`src/rtl/mrx_pkg.sv`:
```
// Shared types and checksum helpers for the Manchester RX frame controller.
// Defining MRX_CRC8_EN switches the frame check from XOR to CRC-8 (poly 0x07, init 0x00).
package mrx_pkg;

    typedef enum logic [2:0] {
        ST_RESYNC = 3'd0,
        ST_IDLE   = 3'd1,
        ST_RECV   = 3'd2,
        ST_CHECK  = 3'd3,
        ST_DRAIN  = 3'd4,
        ST_SKIP   = 3'd5
    } mrx_state_e;

    localparam logic [7:0]  CRC8_POLY    = 8'h07;
    localparam logic [15:0] MRX_PREAMBLE = 16'hAAD5;

    // Folds one payload byte into the running check value.
    function automatic logic [7:0] chk_step(input logic [7:0] acc, input logic [7:0] data);
        logic [7:0] c;
`ifdef MRX_CRC8_EN
        c = acc ^ data;
        for (int i = 0; i < 8; i++) begin
            c = c[7] ? ((c << 1) ^ CRC8_POLY) : (c << 1);
        end
`else
        c = acc ^ data;
`endif
        return c;
    endfunction

    // Compares the accumulated payload check against the received checksum byte.
    function automatic logic chk_pass(input logic [7:0] acc, input logic [7:0] chk);
`ifdef MRX_CRC8_EN
        return (acc == chk);
`else
        return ((acc ^ chk) == 8'h00);
`endif
    endfunction

endpackage

```
`src/rtl/mrx_sat_counter.sv`:
```
// Saturating up-counter used for the frame controller status counters.
module mrx_sat_counter
#(
    parameter int CNT_W = 16
)
(
    input  logic             clk_i,
    input  logic             rst_i,
    input  logic             inc_i,
    output logic [CNT_W-1:0] cnt_o
);

    logic [CNT_W-1:0] cnt_q;

    // Count up on inc_i, holding at all-ones.
    always_ff @(posedge clk_i or posedge rst_i) begin
        if (rst_i) begin
            cnt_q <= {CNT_W{1'b0}};
        end else if (inc_i && (cnt_q != {CNT_W{1'b1}})) begin
            cnt_q <= cnt_q + CNT_W'(1);
        end
    end

    assign cnt_o = cnt_q;

endmodule

```
`src/rtl/manchester_rx_frame_ctrl.sv`:
```
// Frame assembler/checker behind the Manchester decoder with an AXI-Stream payload output.
// Build option MRX_CRC8_EN selects CRC-8 frame checking instead of the XOR checksum.
module manchester_rx_frame_ctrl
    import mrx_pkg::*;
#(
    parameter int FRAME_SIZE     = 4,
    parameter int TIMEOUT_CYCLES = 1024,
    parameter int RESYNC_CYCLES  = 4,
    parameter int CNT_W          = 16
)
(
    input  logic             aclk,
    input  logic             areset,
    input  logic             enable,
    input  logic [7:0]       byte_in,
    input  logic             byte_in_valid,
    output logic             dec_aresetn,
    output logic [7:0]       m_axis_tdata,
    output logic             m_axis_tvalid,
    input  logic             m_axis_tready,
    output logic             m_axis_tlast,
    output logic [CNT_W-1:0] frame_ok_cnt,
    output logic [CNT_W-1:0] frame_bad_cnt,
    output logic [CNT_W-1:0] ovf_cnt,
    output logic [CNT_W-1:0] timeout_cnt,
    output logic             busy
);

    localparam int IDX_W = $clog2(FRAME_SIZE);
    localparam int TMR_W = $clog2(TIMEOUT_CYCLES + 1);
    localparam int RS_W  = $clog2(RESYNC_CYCLES + 1);
    localparam logic [IDX_W-1:0] LAST_IDX  = IDX_W'(FRAME_SIZE - 1);
    localparam logic [IDX_W-1:0] TLAST_IDX = IDX_W'(FRAME_SIZE - 2);
    localparam logic [TMR_W-1:0] TMR_LAST  = TMR_W'(TIMEOUT_CYCLES - 1);
    localparam logic [RS_W-1:0]  RS_INIT   = RS_W'(RESYNC_CYCLES - 1);

    mrx_state_e       state_q;
    logic [RS_W-1:0]  rs_cnt_q;
    logic [TMR_W-1:0] timer_q;
    logic [IDX_W-1:0] idx_q, rd_idx_q, skip_idx_q;
    logic [7:0]       acc_q;
    logic [7:0]       frame_q [FRAME_SIZE];
    logic             dec_aresetn_q, tvalid_q, tlast_q;
    logic [7:0]       tdata_q;

    logic             pass_s, timeout_s;
    logic [IDX_W-1:0] skip_nxt_s, skip_idx_d, rd_nxt_s;
    logic             ok_inc_s, bad_inc_s, ovf_inc_s, to_inc_s;

    assign pass_s     = chk_pass(acc_q, frame_q[LAST_IDX]);
    assign timeout_s  = (timer_q == TMR_LAST);
    assign skip_nxt_s = (skip_idx_q == LAST_IDX) ? IDX_W'(0) : (skip_idx_q + IDX_W'(1));
    assign skip_idx_d = byte_in_valid ? skip_nxt_s : skip_idx_q;
    assign rd_nxt_s   = rd_idx_q + IDX_W'(1);

    // Status counter increment strobes for the current cycle.
    always_comb begin
        ok_inc_s  = 1'b0;
        bad_inc_s = 1'b0;
        ovf_inc_s = 1'b0;
        to_inc_s  = 1'b0;
        case (state_q)
            ST_CHECK: begin
                ok_inc_s  = pass_s;
                bad_inc_s = ~pass_s;
                ovf_inc_s = byte_in_valid && (skip_idx_q == IDX_W'(0));
            end
            ST_DRAIN: ovf_inc_s = byte_in_valid && (skip_idx_q == IDX_W'(0));
            ST_RECV, ST_SKIP: to_inc_s = ~byte_in_valid && timeout_s;
            default: to_inc_s = 1'b0;
        endcase
    end

    // Frame controller state machine with registered stream and decoder-reset outputs.
    always_ff @(posedge aclk or posedge areset) begin
        if (areset) begin
            state_q       <= ST_RESYNC;
            rs_cnt_q      <= RS_INIT;
            timer_q       <= TMR_W'(0);
            idx_q         <= IDX_W'(0);
            rd_idx_q      <= IDX_W'(0);
            skip_idx_q    <= IDX_W'(0);
            acc_q         <= 8'h00;
            dec_aresetn_q <= 1'b0;
            tvalid_q      <= 1'b0;
            tlast_q       <= 1'b0;
            tdata_q       <= 8'h00;
            for (int i = 0; i < FRAME_SIZE; i++) begin
                frame_q[i] <= 8'h00;
            end
        end else begin
            case (state_q)
                ST_RESYNC: begin
                    if (rs_cnt_q == RS_W'(0)) begin
                        state_q       <= ST_IDLE;
                        dec_aresetn_q <= 1'b1;
                    end else begin
                        rs_cnt_q <= rs_cnt_q - RS_W'(1);
                    end
                end
                ST_IDLE: begin
                    timer_q <= TMR_W'(0);
                    if (byte_in_valid && enable) begin
                        frame_q[0] <= byte_in;
                        acc_q      <= chk_step(8'h00, byte_in);
                        idx_q      <= IDX_W'(1);
                        state_q    <= ST_RECV;
                    end else if (byte_in_valid) begin
                        skip_idx_q <= IDX_W'(1);
                        state_q    <= ST_SKIP;
                    end
                end
                ST_RECV: begin
                    if (byte_in_valid) begin
                        frame_q[idx_q] <= byte_in;
                        timer_q        <= TMR_W'(0);
                        // The checksum byte is kept in the buffer, not folded into acc.
                        if (idx_q == LAST_IDX) begin
                            state_q <= ST_CHECK;
                        end else begin
                            acc_q <= chk_step(acc_q, byte_in);
                            idx_q <= idx_q + IDX_W'(1);
                        end
                    end else if (timeout_s) begin
                        state_q       <= ST_RESYNC;
                        rs_cnt_q      <= RS_INIT;
                        dec_aresetn_q <= 1'b0;
                        timer_q       <= TMR_W'(0);
                    end else begin
                        timer_q <= timer_q + TMR_W'(1);
                    end
                end
                ST_CHECK: begin
                    skip_idx_q <= skip_idx_d;
                    timer_q    <= TMR_W'(0);
                    if (pass_s) begin
                        state_q  <= ST_DRAIN;
                        rd_idx_q <= IDX_W'(0);
                        tdata_q  <= frame_q[0];
                        tvalid_q <= 1'b1;
                        tlast_q  <= (FRAME_SIZE == 2) ? 1'b1 : 1'b0;
                    end else begin
                        state_q <= (skip_idx_d != IDX_W'(0)) ? ST_SKIP : ST_IDLE;
                    end
                end
                ST_DRAIN: begin
                    skip_idx_q <= skip_idx_d;
                    timer_q    <= TMR_W'(0);
                    if (tvalid_q && m_axis_tready) begin
                        if (tlast_q) begin
                            tvalid_q <= 1'b0;
                            tlast_q  <= 1'b0;
                            state_q  <= (skip_idx_d != IDX_W'(0)) ? ST_SKIP : ST_IDLE;
                        end else begin
                            rd_idx_q <= rd_nxt_s;
                            tdata_q  <= frame_q[rd_nxt_s];
                            tlast_q  <= (rd_nxt_s == TLAST_IDX);
                        end
                    end
                end
                ST_SKIP: begin
                    if (byte_in_valid) begin
                        timer_q <= TMR_W'(0);
                        if (skip_idx_q == LAST_IDX) begin
                            skip_idx_q <= IDX_W'(0);
                            state_q    <= ST_IDLE;
                        end else begin
                            skip_idx_q <= skip_idx_q + IDX_W'(1);
                        end
                    end else if (timeout_s) begin
                        state_q       <= ST_RESYNC;
                        rs_cnt_q      <= RS_INIT;
                        dec_aresetn_q <= 1'b0;
                        skip_idx_q    <= IDX_W'(0);
                        timer_q       <= TMR_W'(0);
                    end else begin
                        timer_q <= timer_q + TMR_W'(1);
                    end
                end
                default: begin
                    state_q       <= ST_RESYNC;
                    rs_cnt_q      <= RS_INIT;
                    dec_aresetn_q <= 1'b0;
                    tvalid_q      <= 1'b0;
                    tlast_q       <= 1'b0;
                end
            endcase
        end
    end

    assign dec_aresetn   = dec_aresetn_q;
    assign m_axis_tdata  = tdata_q;
    assign m_axis_tvalid = tvalid_q;
    assign m_axis_tlast  = tlast_q;
    assign busy          = (state_q != ST_IDLE);

    mrx_sat_counter #(.CNT_W(CNT_W)) u_ok_cnt  (.clk_i(aclk), .rst_i(areset), .inc_i(ok_inc_s),  .cnt_o(frame_ok_cnt));
    mrx_sat_counter #(.CNT_W(CNT_W)) u_bad_cnt (.clk_i(aclk), .rst_i(areset), .inc_i(bad_inc_s), .cnt_o(frame_bad_cnt));
    mrx_sat_counter #(.CNT_W(CNT_W)) u_ovf_cnt (.clk_i(aclk), .rst_i(areset), .inc_i(ovf_inc_s), .cnt_o(ovf_cnt));
    mrx_sat_counter #(.CNT_W(CNT_W)) u_to_cnt  (.clk_i(aclk), .rst_i(areset), .inc_i(to_inc_s),  .cnt_o(timeout_cnt));

endmodule

```
`config.mk`:
```
export PLATFORM = sky130hd
export DESIGN_NAME = manchester_rx_frame_ctrl
export DESIGN_NICKNAME = d
export VERILOG_FILES = /design/src/rtl/mrx_pkg.sv /design/src/rtl/mrx_sat_counter.sv /design/src/rtl/manchester_rx_frame_ctrl.sv
export SDC_FILE = /design/constraint.sdc
export NUM_CORES = 1
export LEC_CHECK = 0
export CAP_MARGIN = 15
export CORE_UTILIZATION = 45
export DETAILED_ROUTE_END_ITERATION = 16
export HOLD_SLACK_MARGIN = 0.05
export PLACE_DENSITY_LB_ADDON = 0.15
export SYNTH_ARGS = -nofsm -noshare
export SYNTH_HDL_FRONTEND = slang
export SYNTH_SLANG_ARGS = --single-unit
```
`constraint.sdc`:
```
create_clock -name aclk -period 5.54 [get_ports aclk]
set_input_delay 1.662 -clock aclk [delete_from_list [all_inputs] [get_ports aclk]]
set_output_delay 1.662 -clock aclk [all_outputs]
set_load 0.05 [all_outputs]
```
==> out/metrics.yaml <==
status: "completed"
fmax_ghz: 0.2490
setup_slack_ps: 1525
numCtsBuffers: 17
ys_types: 61
antenna_cells: 0
routed.top_layer: "met4"
yosys_warnings: 0
synth_edf_count: 0
postLayoutCellArea_mm2: 0.008691
syn_nets: 713
syn2layout_area_growth_pct: 23.99
whs_path_depth: 1
ys_seq_area_frac: 0.4930
first_global_vias: 5360
dieArea_mm2: 0.01608
clk_latency_ps: 420
core_area_mm2: 0.01520
pre_cts_ws_ps: 1581
grt_setup_unrepaired: "false"
route.met3.wl_um: 632
post_cts_buffers: 0
post-route-drc-count: 0
die_w_um: 126.8
worst_hold_path_type: "reg2reg"
fin_nets: 803
timing.final.crit_share: 0.7248
wl_met2_um: 7494
peakVddDrop_mv: 0.2531
ys_seq_elements: 138
routed_wl_um: 15770
maxSlewHeadroom: 0.3193
grt_pass1_wl_um: 26230
holdWs_ps: 477.7
cts_buffer_depth: 2
power_leakage_uw: 0.003865
firstDrtPassIters: 5
synth.area.top_cells: "dfrtp_1 49%, mux2_2 6.6%, xor2_1 4.9%"
synth_flop_cell: "dfrtp_1"
final_layout_size_suffix_gt1_frac: 0.1066
hold_violations: 0
setup_tns_ps: 0
netlist_area_mm2: 0.007009
hpwl_um: 10830
worstPathArrival_ps: 2350
post-synth-top-area-fraction: 0.4855
netlist_instances: 685
post_drt_wl_per_cell_um: 16.16
initial_core_util: 0.4611
clock-sinks: 138
cts.hold.buffers_added: 0
dpl-instance-area_mm2: 0.008063
die_h_um: 126.8
routedLengthMet1_um: 7424
cts_tree: "built"
htreeDepth: 4
end_kind: "primary output"
drv_cap: 0
cp_max_fo: 23
portBuffers: 88
ant_nets: 0
grt_remaining_overflow: 0
maxSlewViolCount: 0
grt_max_degree: 114
yosysTopAreaCell: "dfrtp_1"
place.gp.congestion: 0.8265
viasPerCell: 5.651
tightest_slew_ps: 1021
num_rows: 45
final_util: 0.5717
startpoint_type: "register"
layout_min_cycle_time_ps: 4015
vias: 5515
post_cts_resized: 0
p_per_area_mw_per_mm2: 430.8
setup_viol: 0
cts-root-buf: "clkbuf_16"
criticalPathCategory: "reg2out"
drtIter0Drc: 296
grtUsageTotal: 0.2069
required_ps: 3880
grt_antenna_before_repair: 0
boundaryPins: 89
syn_avg_cell_area_um2: 10.23
synthArstFlopShare: 1.000
worstRegToRegCells: 5
clkSlewWorstSetupHoldPaths_ps: 60
finClkSkew_ps: 5.600
cells by family (layout without fill, tap and decap cells):
group,after synthesis,in the layout,share of synthesized area
flip-flops,138,138,0.4930
AO/OA/AOI/OAI,94,94,0.08658
multiplexers,45,45,0.07158
buffers and inverters,38,141,0.02321
XOR/XNOR,73,73,0.09122
adder cells (fa/ha/maj),15,15,0.02678
AND/OR/NAND/NOR,282,282,0.2076
cell usage after synthesis, types with 3 or more instances:
master / count
xor2_1: 39
a21oi_1: 16
a21o_1: 5
nor4_1: 7
mux2i_1: 4
nand3b_1: 5
and2_1: 5
a211oi_1: 5
or3_1: 9
nand3_1: 30
inv_1: 18
nor3_1: 26
and3_1: 9
dfrtp_1: 136
or4_1: 4
ha_1: 15
o21ai_0: 31
nor3b_1: 5
clkbuf_1: 16
and4_1: 4
xnor2_1: 34
mux2_2: 41
nand4_1: 28
nand2b_1: 9
o22ai_1: 5
o32ai_1: 3
o2bb2ai_1: 3
nor2_1: 44
a31oi_1: 4
nor2b_1: 5
nand2_1: 80
power breakdown:
| part | leakage, µW | internal [µW] | switching [µW] | total [µW] |
|---|---|---|---|---|
| logic | 0.00173 | 459 | 663 | 1120 |
| clock network | 0.000292 | 755 | 448 | 1200 |
| registers | 0.00184 | 1210 | 210 | 1420 |
critical path, cell delays in order, from the launching register on:
cell and delay (ps):
dfrtp_1 730, nor2_1 200, nand2_1 170, clkdlybuf4s50_1 830
final timing paths:
check / start / to / slack, ps
setup / recovery: state_q[2] / busy / 1520
hold reg to reg: timer_q[10] / timer_q[10] / 480
setup reg to reg: state_q[2] / m_axis_tdata[2] / 2730
min in group asynchronous: areset / u_ovf_cnt.cnt_o[10] / 1860
max in group asynchronous: areset / u_bad_cnt.cnt_o[15] / 2770
hold / removal: timer_q[10] / timer_q[10] / 480
through the flow:
stage	power, µW	instances
6_report	3744	976
5_1_grt	3956	976
4_1_cts	3767	976
3_5_place_dp	2549	944
3_3_place_gp	2508	944
2_1_floorplan	2232	685
area by class of cell:
cell class | count | area, µm²
clock inverters | 14 | 198.9
fillers | 1307 | 6511
inverters | 18 | 72.57
multi-input cells | 509 | 3396
well taps | 188 | 235.2
flip-flops and latches | 138 | 3456
clock buffers | 18 | 429.2
repair buffers | 91 | 903.4
per-layer routing:
metal,track usage,vias up
li1,-,2637
met1,0.2814,2705
met2,0.3216,153
met3,0.04049,20
met4,0.09174,0
met5,0,-
cells in the final DEF, fill, tap and decap left out, drive strengths merged, types with 4 or more instances in the layout:
cell type and count:
a31oi 4, mux2 41, xnor2 34, clkdlybuf4s50 88, ha 15, dfrtp 136
nor2b 5, a211oi 5, o21ai 31, clkinvlp 4, or3 9, clkinv 6
nand3b 5, bufinv 4, or4 4, and4 4, o22ai 5, nand2 80
nor3b 7, mux2i 4, nor3 27, xor2 39, nand2b 9, and2 5
and3 9, nand4 28, nor4 7, nor2 44, nand3 30, a21oi 16
clkbuf 18, a21o 5, inv 18
flip-flops by register name (all words and copies together) (netlist names), 3 cells and up:
register and count:
frame_q 32, u_bad_cnt.cnt_o 16, u_ok_cnt.cnt_o 16, u_ovf_cnt.cnt_o 16, u_to_cnt.cnt_o 16, timer_q 11, acc_q 8, m_axis_tdata 8
rs_cnt_q 3, state_q 3
Power figures use the tool's default switching activity.
